--- config.mk ---
export PLATFORM = sky130hd
export DESIGN_NAME = key_add_flag
export DESIGN_NICKNAME = d
export VERILOG_FILES = /design/src/rtl/seg_led_pkg.sv /design/src/rtl/key_sync.sv /design/src/rtl/key_add_flag.sv
export SDC_FILE = /design/constraint.sdc
export NUM_CORES = 1
export LEC_CHECK = 0
export CAP_MARGIN = 20
export CORE_AREA = 3 3 65 67
export CTS_CLUSTER_SIZE = 28
export DETAILED_ROUTE_END_ITERATION = 6
export DIE_AREA = 0 0 68 70
export GPL_TIMING_DRIVEN = 0
export RECOVER_POWER = 100
export SLEW_MARGIN = 20
export SYNTH_ARGS = -nofsm -noshare
export SYNTH_HDL_FRONTEND = slang
export SYNTH_SLANG_ARGS = --single-unit
export TNS_END_PERCENT = 1
--- constraint.sdc ---
create_clock -name clk -period 2.52 [get_ports clk]
set_input_delay 0.504 -clock clk [delete_from_list [all_inputs] [get_ports clk]]
set_output_delay 0.504 -clock clk [all_outputs]
set_load 0.05 [all_outputs]
--- src/rtl/seg_led_pkg.sv ---
// Shared types and default timing for the seven-segment display slice.
package seg_led_pkg;

    localparam int unsigned CNT_W         = 25;
    localparam int unsigned CLK_PERIOD_NS = 20;

    // Default timings written as duration in ns divided by the 20 ns clock period.
    localparam logic [CNT_W-1:0] DEBOUNCE_CNT_DEF  = CNT_W'(20_000_000  / CLK_PERIOD_NS);
    localparam logic [CNT_W-1:0] REPEAT_DELAY_DEF  = CNT_W'(500_000_000 / CLK_PERIOD_NS);
    localparam logic [CNT_W-1:0] REPEAT_PERIOD_DEF = CNT_W'(100_000_000 / CLK_PERIOD_NS);

    typedef enum logic [1:0] {
        IDLE,
        PRESS_DB,
        HELD,
        RELEASE_DB
    } key_state_t;

endpackage

--- src/rtl/key_sync.sv ---
// Two-flop synchronizer for a single asynchronous level, reset to RST_VAL.
module key_sync #(
    parameter logic RST_VAL = 1'b1
) (
    input  logic clk,
    input  logic rst,
    input  logic d,
    output logic q
);

    logic meta_q;
    logic sync_q;

    always_ff @(posedge clk) begin
        if (rst) begin
            meta_q <= RST_VAL;
            sync_q <= RST_VAL;
        end else begin
            meta_q <= d;
            sync_q <= meta_q;
        end
    end

    assign q = sync_q;

endmodule

--- src/rtl/key_add_flag.sv ---
// Push-button debouncer emitting one flag pulse per accepted press.
// Define KEY_AUTO_REPEAT_EN to add auto-repeat pulses while the button is held.
module key_add_flag
    import seg_led_pkg::*;
#(
    parameter logic [CNT_W-1:0] DEBOUNCE_CNT  = DEBOUNCE_CNT_DEF,
    parameter logic [CNT_W-1:0] REPEAT_DELAY  = REPEAT_DELAY_DEF,
    parameter logic [CNT_W-1:0] REPEAT_PERIOD = REPEAT_PERIOD_DEF
) (
    input  logic clk,
    input  logic rst,
    input  logic key_n,
    output logic flag,
    output logic key_state
);

    localparam logic [CNT_W-1:0] DB_LAST = DEBOUNCE_CNT - CNT_W'(1);

    logic             key_s;
    key_state_t       state_q, state_d;
    logic [CNT_W-1:0] db_cnt_q, db_cnt_d;
    logic             flag_q, flag_d;
    logic             key_state_q, key_state_d;

`ifdef KEY_AUTO_REPEAT_EN
    logic [CNT_W-1:0] rep_cnt_q, rep_cnt_d;
    logic             rep_first_q, rep_first_d;
    logic [CNT_W-1:0] rep_last;

    // The first repeat waits the long delay, later ones use the short period.
    assign rep_last = rep_first_q ? (REPEAT_DELAY - CNT_W'(1))
                                  : (REPEAT_PERIOD - CNT_W'(1));
`else
    logic unused_rep_cfg;
    assign unused_rep_cfg = ^{REPEAT_DELAY, REPEAT_PERIOD};
`endif

    key_sync #(
        .RST_VAL (1'b1)
    ) u_key_sync (
        .clk (clk),
        .rst (rst),
        .d   (key_n),
        .q   (key_s)
    );

    // Level checks come first in every state so a bounce beats a terminal count.
    always_comb begin
        state_d     = state_q;
        db_cnt_d    = db_cnt_q;
        flag_d      = 1'b0;
        key_state_d = key_state_q;
`ifdef KEY_AUTO_REPEAT_EN
        rep_cnt_d   = rep_cnt_q;
        rep_first_d = rep_first_q;
`endif
        case (state_q)
            IDLE: begin
                if (!key_s) begin
                    state_d  = PRESS_DB;
                    db_cnt_d = '0;
                end
            end
            PRESS_DB: begin
                if (key_s) begin
                    state_d  = IDLE;
                    db_cnt_d = '0;
                end else if (db_cnt_q == DB_LAST) begin
                    state_d     = HELD;
                    db_cnt_d    = '0;
                    flag_d      = 1'b1;
                    key_state_d = 1'b1;
`ifdef KEY_AUTO_REPEAT_EN
                    rep_cnt_d   = '0;
                    rep_first_d = 1'b1;
`endif
                end else begin
                    db_cnt_d = db_cnt_q + CNT_W'(1);
                end
            end
            HELD: begin
                if (key_s) begin
                    state_d  = RELEASE_DB;
                    db_cnt_d = '0;
                end
`ifdef KEY_AUTO_REPEAT_EN
                else if (rep_cnt_q == rep_last) begin
                    flag_d      = 1'b1;
                    rep_cnt_d   = '0;
                    rep_first_d = 1'b0;
                end else begin
                    rep_cnt_d = rep_cnt_q + CNT_W'(1);
                end
`endif
            end
            RELEASE_DB: begin
                if (!key_s) begin
                    state_d  = HELD;
                    db_cnt_d = '0;
`ifdef KEY_AUTO_REPEAT_EN
                    rep_cnt_d   = '0;
                    rep_first_d = 1'b1;
`endif
                end else if (db_cnt_q == DB_LAST) begin
                    state_d     = IDLE;
                    db_cnt_d    = '0;
                    key_state_d = 1'b0;
                end else begin
                    db_cnt_d = db_cnt_q + CNT_W'(1);
                end
            end
            default: begin
                state_d = IDLE;
            end
        endcase
    end

    always_ff @(posedge clk) begin
        if (rst) begin
            state_q     <= IDLE;
            db_cnt_q    <= '0;
            flag_q      <= 1'b0;
            key_state_q <= 1'b0;
`ifdef KEY_AUTO_REPEAT_EN
            rep_cnt_q   <= '0;
            rep_first_q <= 1'b1;
`endif
        end else begin
            state_q     <= state_d;
            db_cnt_q    <= db_cnt_d;
            flag_q      <= flag_d;
            key_state_q <= key_state_d;
`ifdef KEY_AUTO_REPEAT_EN
            rep_cnt_q   <= rep_cnt_d;
            rep_first_q <= rep_first_d;
`endif
        end
    end

    assign flag      = flag_q;
    assign key_state = key_state_q;

endmodule
; ---- Word-level counts from Yosys, hierarchy flattened
; Cells that the tools add are included.
[totals]
ff_bits = 31
inputBits = 3
[classes]
add_sub_neg = 1
n_eq_ne = 12
n_mux = 19
bitwise = 1
reduce_logical = 6
[ops]
columns = op, n
row1 = 2-to-1 mux 25 bit, 5
row2 = case mux 25 bit (4 select lines), 1
row3 = adder 25 x 1 -> 25 bit (second input constant), 1
row4 = == test 25 x 20 -> 1 bit (second input constant), 1
row5 = 2-to-1 mux 2 bit, 6
row6 = inequality test 2 bit (second input constant), 4
row7 = case mux 2 bit (4 select lines), 1
row8 = 2-to-1 mux 1 bit, 5
row9 = AND reduction 5 bit, 1
row10 = == test 2 bit (second input constant), 2
row11 = inequality test 2 x 1 -> 1 bit (second input constant), 2
row12 = AND reduction 4 bit, 1
row13 = inequality test 3 x 2 -> 1 bit (second input constant), 1
row14 = inequality test 3 bit (second input constant), 1
row15 = OR reduction 3 bit, 1
row16 = == test 2 x 1 -> 1 bit (second input constant), 1
row17 = zero test 2 bit, 1
row18 = case mux 1 bit (2 select lines), 1
row19 = AND reduction 2 bit, 1
row20 = nonzero test 2 bit, 1
row21 = inverter 1 bit, 1

; ---- Longest topological paths before layout
; Gate-level depths: netlist of the first run.
[logic_depth]
word_depth = 4
mapped_depth = 7
depth_no_buf = 6

; ---- By module
; Synthesis of the first run repeated with hierarchy kept, for this count alone.
[hier_totals]
hier_cells = 184
hier_area_um2 = 1536.5
[by_module_without_submodules]
columns = module, instances, cells_each, area_each_um2, seq_area_each_um2
row1 = key_add_flag, 1, 180, 1483.9, 580.6
row2 = key_sync, 1, 4, 52.6, 40.0

; ---- Worst setup path before layout of the first run
; OpenSTA, ideal clock, no wires.
[synth_timing]
kind = register -> register
start = register db_cnt_q[0]
end = register db_cnt_q[12]
arrival_time_ns = 1.703
required_ns = 2.403
path_slack_ns = 0.699
stages_incl_launch_ff = 8
path_buffers = 1
cell_sequence = dfxtp_1 > ha_1 > nand4_1 > nor4b_4 > a21oi_2 > buf_2 > a41oi_1 > nand2_1
[synth_via]
elab_chain_len = 4
elab_cells_between_ends = 6
cone_classes = 1 x add/sub / 1 x eq/ne / 4 x mux
[synth_rtl]
columns = item, line_no
row1 = start: declaration, key_add_flag.sv:21  ; logic [CNT_W-1:0] db_cnt_q, db_cnt_d;
row2 = start signal: assignment, key_add_flag.sv:130  ; db_cnt_q <= db_cnt_d;
row3 = adder 25 x 1 -> 25 bit / == test 25 x 20 -> 1 bit (equally long branches), --
row4 = 2-to-1 mux 25 bit (*), "key_add_flag.sv:68, key_add_flag.sv:104"
row5 = 2-to-1 mux 25 bit (on tied branches), "key_add_flag.sv:97, key_add_flag.sv:65"
row6 = case mux 25 bit (4 select lines) (*), key_add_flag.sv:57  ; case (state_q)
; Mark *: on every way between the ends. The rest lies on a longest branch, timed or not.
; A chain may end at the register's enable or synchronous reset.

; ---- Worst setup path after layout of the first run
[layout_timing]
start = register db_cnt_q[0]
end = register db_cnt_q[15]
; Same word-level chain as after synthesis.

==> results of run 1 <==
power breakdown:
group / internal, mW / switching [mW] / total, mW
Clock: 0.249 / 0.178 / 0.427
Sequential: 0.495 / 0.00353 / 0.498
Combinational: 0.0151 / 0.0362 / 0.0512
placed cells by master (no fill, tap or decap), drive strengths merged, types with 2 or more instances in the layout:
cell type / Yosys / final
o311ai: 2 / 2
dfxtp: 31 / 31
a22o: 2 / 2
a21oi: 11 / 11
nand4: 13 / 13
mux2i: 2 / 2
clkbuf: 4 / 12
nor2: 15 / 15
buf: 4 / 4
and4: 4 / 4
or2: 3 / 3
a22oi: 2 / 2
nand3b: 2 / 2
xor2: 2 / 2
a211oi: 3 / 3
nand3: 10 / 10
xnor2: 5 / 5
dlygate4sd3: 0 / 2
clkdlybuf4s50: 0 / 2
nand2b: 3 / 3
nor4: 7 / 7
nand2: 20 / 20
and3: 7 / 7
inv: 5 / 5
nor4b: 3 / 3
o21ai: 11 / 11
nor3: 7 / 7
a31oi: 8 / 8
state kept, by name, summed over array words and instances (netlist names), named ones only:
signal,cells
u_key_sync.meta_q,1
db_cnt_q,25
flag,1
state_q,1
key_state,1
u_key_sync.q,1
metal layers:
layer / vias to the layer above / routed length (µm)
met2: 43 / 1960
met3: 4 / 247
met5: - / 0
li1: 775 / -
met4: 0 / 58
met1: 746 / 1880
cell families after synthesis:
group / synth area share (%)
multiplexers: 1.21
AND/OR/NAND/NOR: 33.1
buffers and inverters: 3.94
AO/OA/AOI/OAI: 19.3
XOR/XNOR: 4.16
adder cells (fa/ha/maj): 0.757
flip-flops: 37.5
worst max-delay path, cell delays in order (launching register included):
cell,delay [ps]
dfxtp_1,390
ha_1,370
nand4_1,240
nor4b_4,330
a21oi_1,230
o21ai_0,480
nor2_1,100
synthesized netlist by cell type (all sizes together) (4+ instances only):
cell type   n
xnor2       5
dfxtp      31
nand2      20
nand4      13
nor4        7
and3        7
a31oi       8
clkbuf      4
buf         4
inv         5
nor2       15
nor3        7
nand3      10
and4        4
a21oi      11
o21ai      11
what timing repair did:
action | 4_1_cts | 5_1_grt
endpoints found under the setup margin | 0 | 1
gates resized for setup | 0 | 1
setup buffers | 0 | 0
hold endpoints to repair | 0 | 0
hold buffers | 0 | 0
per-stage QoR:
step	setup WS, ps	total power, mW	util [%]
3_3_place_gp	7.14	0.561	47.5
4_1_cts	226	0.991	50.2
2_1_floorplan	699	0.542	-
6_report	237	0.977	50.1
5_1_grt	50.6	1.02	50.1
3_5_place_dp	-13.5	0.562	47.5
area by class of cell:
cell class	count	area share, %
Buffer	8	2.30
Clock buffer	8	5.42
Inverter	6	1.22
Multi-Input combinational cell	154	52.1
Sequential cell	31	33.6
Tap cell	48	3.25
Timing Repair Buffer	4	2.17
worst min path at each step:
| stage | start | slack [ps] | end |
|---|---|---|---|
| 2_1_floorplan | u_key_sync.meta_q | 390 | u_key_sync.q |
| 3_3_place_gp | u_key_sync.meta_q | 390 | u_key_sync.q |
| 3_5_place_dp | u_key_sync.meta_q | 400 | u_key_sync.q |
| 4_1_cts | u_key_sync.meta_q | 410 | u_key_sync.q |
| 5_1_grt | u_key_sync.meta_q | 430 | u_key_sync.q |
| 6_report | u_key_sync.meta_q | 410 | u_key_sync.q |
==> out/qor.txt, run 1 <==
Avg WL per Cell: 16.0 µm
grt met2 use: 29.0%
M3 GR Usage: 5.31%
Synth Warn #: 0
met1 Track Usage GR: 28.0%
crit-path max FO: 8
Top Ports: 5
clk buf depth: 2
FF-to-FF Start: db_cnt_q[0]
via/cell ratio: 6.05
min cycle time layout: 2280 ps
WP data required: 2670 ps
Peak supply drop: 276 µV
1st-pass router iterations: 4
CTS tree: built
startpoint types: register
Layout Nets: 214
design area: 0.00185 mm²
DRC: 0
crit path capture: db_cnt_q[15]
Placed Cells: 251
Top Usage Layer GRT: met2
Die Ht: 70 µm
EDFF count, synth: 0
Slew headroom: 59.7%
Area growth syn-to-layout: 11.8%
vias: 1568
initial antenna violation count: 0
Ant. Diodes: 0
CP endpoint kind: register
gr usage total: 19.9%
top cells by area, synth: dfxtp_1 38%, nand2_1 4.5%, nand4_1 4.5%
Num CTS Buffers: 5
CP Class: reg -> reg
status: complete, no violations
Die W: 68 µm
I/O Buffers: 4
Period Utilization, post-route: 90.6%
Worst Hold Class: reg -> reg
starting density of the core: 44.8%
area of the multi-input gates: 962 µm²
Post-Syn Nets: 203
Routed Antenna Nets: 0
largest area contributor in the netlist: dfxtp_1
fmax: 438 MHz
layout filler cell count: 363
Mapped Area: 0.00165 mm²
R2R cell count: 6
routability cong.: 0.886
Worst Skew: 4.42 ps
Clock Sinks: 31
worst-skew pair later-pin latency: 280 ps
Worst Max-Slew Pin Slew: 603 ps
share of cells above drive strength 1: 10.9%
Yosys cell types: 49
Final TNS setup: 0 ps
Async SR Flop Fraction: 0%
gr ovfl total: 0
H-tree levels: 2
Setup Viol. Count Final: 0
largest net degree at the start of global routing: 11
FF/Latch Area: 621 µm²
pwr dens: 529 mW/mm²
ys flop type: dfxtp_1
Pins Over Slew Limit: 0
worst hold slack: 407 ps
vias in the first global route: 1479
Finished Layout Cells: 259
Cell Rows: 22
Pleak: 0.604 nW
number of synthesized register bits: 31
final hold vios: 0
Die Footprint: 0.00476 mm²
DR iter-0 viols: 106
cells after synthesis: 199
post-DP HPWL: 3010 µm
RSZ-0062 raised after global routing: no
RR Endpoint: db_cnt_q[15]
Seq/Total Area, Yosys: 37.5%
Total Wirelength: 4150 µm
Worst Hold Depth: 1
max_cap viols: 0
root buffer cell: clkbuf_8
Clk pin slew, worst setup/hold paths: 60 ps
R2R setup slack: 240 ps
Yosys top cell area share: 37.5%
Synth Area per Inst: 8.31 µm²
Crit. Startpoint: db_cnt_q[0]
placed instance area: 0.00175 mm²
Worst EP arrival: 2430 ps
first-pass GRT wire length: 7150 µm
core area: 0.00369 mm²
Note: power is estimated with default switching activity, not from simulation.
==> run 2: changes to the inputs <==
--- a/config.mk
+++ b/config.mk
@@ -6,11 +6,11 @@
 export NUM_CORES = 1
 export LEC_CHECK = 0
 export CAP_MARGIN = 20
-export CORE_AREA = 3 3 65 67
+export CORE_AREA = 8 8 70 72
 export CTS_CLUSTER_SIZE = 28
 export DETAILED_ROUTE_END_ITERATION = 6
-export DIE_AREA = 0 0 68 70
-export GPL_TIMING_DRIVEN = 0
+export DIE_AREA = 0 0 78 80
+export GPL_TIMING_DRIVEN = 1
 export RECOVER_POWER = 100
 export SLEW_MARGIN = 20
 export SYNTH_ARGS = -nofsm -noshare
==> run 2 against run 1 <==
Against the previous run: combinational power up 3%; total power down 5.3%; design area down 1.4%; clock-buffer cell count down 1; non-clock buffer count down 3; cell count down 0.39%; die area up 31%; sequential power about the same.
==> out/qor.txt, run 2 (same netlist as run 1, synthesis figures left out) <==
CP endpoint kind: register
Slew headroom: 51.6% (-8.1 points)
final hold vios: 0 (unchanged)
Largest Register: db_cnt_q
RSZ-0062 raised after global routing: no
CP Class: reg -> reg
via/cell ratio: 6.08 (+0.39%)
largest net degree at the start of global routing: 19 (+8)
CP max stage delay: 460 ps (-20 ps)
Peak supply drop: 229 µV (-17%)
status: complete, no violations
crit-path max FO: 15 (+7)
Period Utilization, post-route: 87.4% (-3.2 points)
clk buf depth: 2 (unchanged)
Final WS setup: 317 ps (+79.6 ps)
Final TNS setup: 0 ps (unchanged)
Avg WL per Cell: 15.6 µm (-2.5%)
met3 routed WL: 185 µm (-25%)
Worst Skew: 5.21 ps (+0.789 ps)
share of cells above drive strength 1: 9.62% (-1.3 points)
fmax: 454 MHz (+3.6%)
Die Ht: 80 µm (+14%)
post-CTS sizing: 0 (unchanged)
DRC: 0 (unchanged)
worst-skew pair later-pin latency: 290 ps (about the same)
Worst Hold Class: reg -> reg
vias in the first global route: 1489 (+0.68%)
family with the most delay on the worst path: simple AND/OR/NAND/NOR gates
min cycle time layout: 2200 ps (-79.6 ps)
1st-pass router iterations: 4 (unchanged)
CP Cell Sequence: ha_1 > nand4_1 > nor4b_4 > a21oi_2 > o21ai_0 > nor2_1
I/O Buffers: 4 (unchanged)
Layout Nets: 211 (-1.4%)
DR top layer: met4
max_cap viols: 0 (unchanged)
flip-flop count of the largest register after layout: 25 (unchanged)
WP buf/inv: 0 (unchanged)
startpoint types: register
Num CTS Buffers: 5 (unchanged)
H-tree levels: 2 (unchanged)
CP max-delay cell: o21ai_0
Worst Max-Slew Pin Slew: 723 ps (+120 ps)
root buffer cell: clkbuf_8
Cell Rows: 23 (+4.5%)
most common cell after layout, fill and taps aside: dfxtp_1
setup bufs post-CTS: 0 (unchanged)
pwr dens: 508 mW/mm² (-4.0%)
layout filler cell count: 399 (+9.9%)
Ant. Diodes: 0 (unchanged)
Die W: 78 µm (+15%)
Pleak: 0.591 nW (-2.3%)
gr ovfl total: 0 (unchanged)
Routed Antenna Nets: 0 (unchanged)
first-pass GRT wire length: 6750 µm (-5.6%)
Top Ports: 5 (unchanged)
Die Footprint: 0.00624 mm² (+31%)
most frequent cells in the layout: 31 x dfxtp_1, 20 x nand2_1, 15 x nor2_1
Worst EP arrival: 2360 ps (-70 ps)
# hold bufs at CTS: 0 (unchanged)
wire length on met2: 1920 µm (-2.4%)
starting density of the core: 42.9% (-1.9 points)
DR iter-0 viols: 75 (-29%)
initial antenna violation count: 0 (unchanged)
gr usage total: 13.3% (-6.6 points)
CTS tree: built
Clock Sinks: 31 (unchanged)
DP Worst Slack: 345 ps (+359 ps)
vias: 1568 (unchanged)
M1 WL: 1820 µm (-3.4%)
Area growth syn-to-layout: 10.3%
post-DP HPWL: 3010 µm (about the same)
routability cong.: 0.895 (+0.98%)
Total Wirelength: 4030 µm (-2.9%)
WP data required: 2670 ps (about the same)
core area: 0.00386 mm² (+4.5%)
Pins Over Slew Limit: 0 (unchanged)
Setup Viol. Count Final: 0 (unchanged)
Clk pin slew, worst setup/hold paths: 60 ps (about the same)
-- run 2: cell count changes in the layout (fill, tap and decap cells not counted), sizes merged --
cell | before | now
dlygate4sd3 | 2 | 3
clkbuf | 12 | 8
clkinv | 1 | 2
clkdlybuf4s50 | 2 | 1
-- run 2: through the flow --
stage / instance area (µm²) / hold WS, ps / std cells / power, mW / utilization [%]
after floorplan: 1650 / 389 / 199 / 0.542 / -
after CTS: 1830 / 425 / 258 / 0.934 / 47.5
after detailed placement: 1750 / 404 / 250 / 0.564 / 45.4
final: 1820 / 423 / 258 / 0.925 / 47.3
after global routing: 1820 / 446 / 258 / 0.964 / 47.3
after global placement: 1750 / 398 / 250 / 0.562 / 45.4
-- run 2: worst paths after layout --
check | start | depth (start not counted) | end | slack (ps)
worst min-delay path | u_key_sync.meta_q | 1 | u_key_sync.q | 420
worst max register to register | db_cnt_q[0] | 6 | db_cnt_q[13] | 320
worst min register to register | u_key_sync.meta_q | 1 | u_key_sync.q | 420
worst max-delay path | db_cnt_q[0] | 6 | db_cnt_q[13] | 320
-- run 2: area by class of cell --
class | instances | area (µm²) | share of cell area [%]
multi-input combinational | 154 | 962 | 52.8
timing repair buffer | 9 | 73.8 | 4.05
tap | 50 | 62.6 | 3.43
sequential | 31 | 621 | 34.0
inverter | 6 | 22.5 | 1.24
clock buffer | 7 | 76.3 | 4.19
clock inverter | 1 | 5.00 | 0.275
-- run 2: worst register-to-register path, cell delays in order, from the launching register on --
cell,delay [ps]
dfxtp_1,380
ha_1,210
nand4_1,230
nor4b_4,420
a21oi_2,260
o21ai_0,470
nor2_1,110
-- run 2: power by group --
part | internal, mW | leakage (nW) | switching [mW]
Sequential | 0.495 | 0.250 | 0.00349
Combinational | 0.0171 | 0.298 | 0.0354
Clock | 0.193 | 0.0422 | 0.181
Total | 0.705 | 0.591 | 0.220
-- run 2: metal layers --
| layer | vias to the layer above | global-route usage (%) |
|---|---|---|
| met5 | - | 0 |
| met1 | 745 | 15.4 |
| met4 | 0 | 7.22 |
| met3 | 13 | 3.83 |
| met2 | 45 | 21.6 |
| li1 | 765 | - |
==> run 3: changes to the inputs <==
--- a/config.mk
+++ b/config.mk
@@ -6,10 +6,10 @@
 export NUM_CORES = 1
 export LEC_CHECK = 0
 export CAP_MARGIN = 20
-export CORE_AREA = 8 8 70 72
+export CORE_AREA = 8 8 67 75
 export CTS_CLUSTER_SIZE = 28
 export DETAILED_ROUTE_END_ITERATION = 6
-export DIE_AREA = 0 0 78 80
+export DIE_AREA = 0 0 75 83
 export GPL_TIMING_DRIVEN = 1
 export RECOVER_POWER = 100
 export SLEW_MARGIN = 20
==> constraint.sdc (replaced) <==
create_clock -name clk -period 2.52 [get_ports clk]
set_input_delay 0.252 -clock clk [delete_from_list [all_inputs] [get_ports clk]]
set_output_delay 0.252 -clock clk [all_outputs]
set_load 0.05 [all_outputs]
==> run 3 against run 2 <==
Against the previous run: total power rose by 15%; sequential cell count did not move; clock skew rose by 0.64 ps; first-iteration DRC count rose by 60%; critical endpoint is now db_cnt_q[15].
==> out/qor.txt, run 3 (same netlist as run 1, synthesis figures left out) <==
status: complete, no violations
Layout Nets: 208 (-1.4%)
Final TNS setup: 0 ps (unchanged)
Worst Skew: 5.85 ps (+0.641 ps)
fmax: 460 MHz (+1.3%)
Top Ports: 5 (unchanged)
RR Endpoint: db_cnt_q[15]
setup bufs post-CTS: 0 (unchanged)
gr ovfl total: 0 (unchanged)
min cycle time layout: 2170 ps (-29.0 ps)
crit path capture: db_cnt_q[15]
Final WS setup: 346 ps (+29.0 ps)
Stages on worst setup path: 6 (unchanged)
vias in the first global route: 1403 (-5.8%)
startpoint types: register
CP endpoint kind: register
initial antenna violation count: 0 (unchanged)
Pins Over Slew Limit: 0 (unchanged)
flip-flop count of the largest register after layout: 25 (unchanged)
Slew headroom: 53.9% (+2.3 points)
Area growth syn-to-layout: 11.6%
DR iter-0 viols: 120 (+60%)
routability cong.: 0.849 (-5.2%)
Pwr Total: 1.06 mW (+15%)
Worst EP arrival: 2340 ps (-20 ps)
Num CTS Buffers: 5 (unchanged)
final hold vios: 0 (unchanged)
Worst Hold Class: reg -> reg
Clk pin slew, worst setup/hold paths: 70 ps (about the same)
pwr dens: 575 mW/mm² (+13%)
Worst Max-Slew Pin Slew: 691 ps (-32.4 ps)
Setup Viol. Count Final: 0 (unchanged)
starting density of the core: 43.3% (+0.48 points)
family with the most delay on the worst path: simple AND/OR/NAND/NOR gates
Period Utilization, post-route: 86.3% (-1.2 points)
internal power: 829 µW (+18%)
CP Class: reg -> reg
DP Worst Slack: 342 ps (-2.81 ps)
post-CTS sizing: 0 (unchanged)
clock share of power: 48.4% (+7.9 points)
most frequent cells in the layout: 31 x dfxtp_1, 20 x nand2_1, 15 x nor2_1
Die W: 75 µm (-3.8%)
gr usage total: 14.5% (+1.2 points)
max_cap viols: 0 (unchanged)
worst hold slack: 418 ps (-4.27 ps)
CP max-delay cell: dfxtp_1
Cell Rows: 24 (+4.3%)
worst-skew pair later-pin latency: 290 ps (about the same)
R2R cell count: 6 (unchanged)
NetSw: 232 µW (+5.1%)
WP buf/inv: 0 (unchanged)
switching share of power: 21.8% (-2.0 points)
core area: 0.00381 mm² (-1.1%)
Routed Antenna Nets: 0 (unchanged)
via/cell ratio: 6.02 (-0.96%)
FF-to-FF Start: db_cnt_q[0]
post-DP HPWL: 2950 µm (-2.0%)
1st-pass router iterations: 4 (unchanged)
Comb pwr share: 4.7% (-1.0 points)
layout filler cell count: 380 (-4.8%)
most common cell after layout, fill and taps aside: dfxtp_1
largest net degree at the start of global routing: 19 (unchanged)
Avg WL per Cell: 15.9 µm (+1.8%)
Total Wirelength: 4090 µm (+1.4%)
root buffer cell: clkbuf_8
RSZ-0062 raised after global routing: no
DRC: 0 (unchanged)
Clock Sinks: 31 (unchanged)
Die Ht: 83 µm (+3.8%)
Largest Register: db_cnt_q
Ant. Diodes: 0 (unchanged)
vias: 1547 (-1.3%)
Crit. Startpoint: db_cnt_q[0]
share of cells above drive strength 1: 9.76% (+0.14 points)
share of power burned in registers: 46.9% (-6.9 points)
CTS tree: built
R2R setup slack: 350 ps (+30 ps)
first-pass GRT wire length: 7040 µm (+4.3%)
I/O Buffers: 4 (unchanged)
WP data required: 2680 ps (about the same)
crit-path max FO: 15 (unchanged)
H-tree levels: 2 (unchanged)
CP max stage delay: 390 ps (-70 ps)
clk buf depth: 2 (unchanged)
# hold bufs at CTS: 0 (unchanged)
Die Footprint: 0.00623 mm² (-0.24%)
Pleak: 0.595 nW (+0.76%)
placed instance area: 0.00173 mm² (-1.1%)
CP Cell Sequence: ha_1 > nand4_1 > nor4b_4 > a21oi_2 > o21ai_1 > nor2_1
Peak supply drop: 323 µV (+41%)
design area: 0.00184 mm² (+1.2%)
run 3: cell types whose count changed in the layout (fill, tap and decap cells not counted), sizes merged:
cell    previous run  this run
bufinv             0         1
buf                4         1
clkbuf             8         7
run 3: area by class of cell:
type | count | area (µm²) | share of cell area, %
multi-input cells | 154 | 967 | 52.4
repair buffers | 6 | 51.3 | 2.78
flip-flops and latches | 31 | 621 | 33.6
inverters | 6 | 22.5 | 1.22
clock buffers | 6 | 82.6 | 4.48
clock inverters | 2 | 35.0 | 1.90
well taps | 52 | 65.1 | 3.53
run 3: how the worst min path moves through the flow:
stage | start | endpoint | slack, ps | cells past startpoint
6_report | u_key_sync.meta_q | u_key_sync.q | 420 | 1
5_1_grt | u_key_sync.meta_q | u_key_sync.q | 440 | 1
4_1_cts | u_key_sync.meta_q | u_key_sync.q | 420 | 1
3_5_place_dp | u_key_sync.meta_q | u_key_sync.q | 400 | 1
3_3_place_gp | u_key_sync.meta_q | u_key_sync.q | 400 | 1
2_1_floorplan | key_n | u_key_sync.meta_q | 360 | 1
run 3: power groups by stage:
stage	combinational, mW	clock, mW	sequential [mW]
after floorplan	0.0239	0	0.518
after global placement	0.0506	0	0.509
after detailed placement	0.0519	0	0.509
after CTS	0.0521	0.519	0.498
after global routing	0.0552	0.546	0.498
final	0.0500	0.513	0.498
run 3: metrics by stage:
step | cells | util [%]
4_1_cts | 257 | 48.5
3_5_place_dp | 249 | 45.4
2_1_floorplan | 199 | -
6_report | 257 | 48.4
3_3_place_gp | 249 | 45.4
5_1_grt | 257 | 48.4
run 3: per-layer routing:
metal  share of wire (%)  global-route usage, %  vias up
met5                   0                      0        -
met1                  45                   18.3      736
li1                    -                      -      762
met4                 1.5                   6.07        0
met3                 4.8                   3.97        7
met2                  49                   22.0       42
run 3: worst register-to-register path, stage by stage, from the launching register on:
cell	delay (ps)
dfxtp_1	390
ha_1	320
nand4_1	230
nor4b_4	380
a21oi_2	260
o21ai_1	390
nor2_1	90
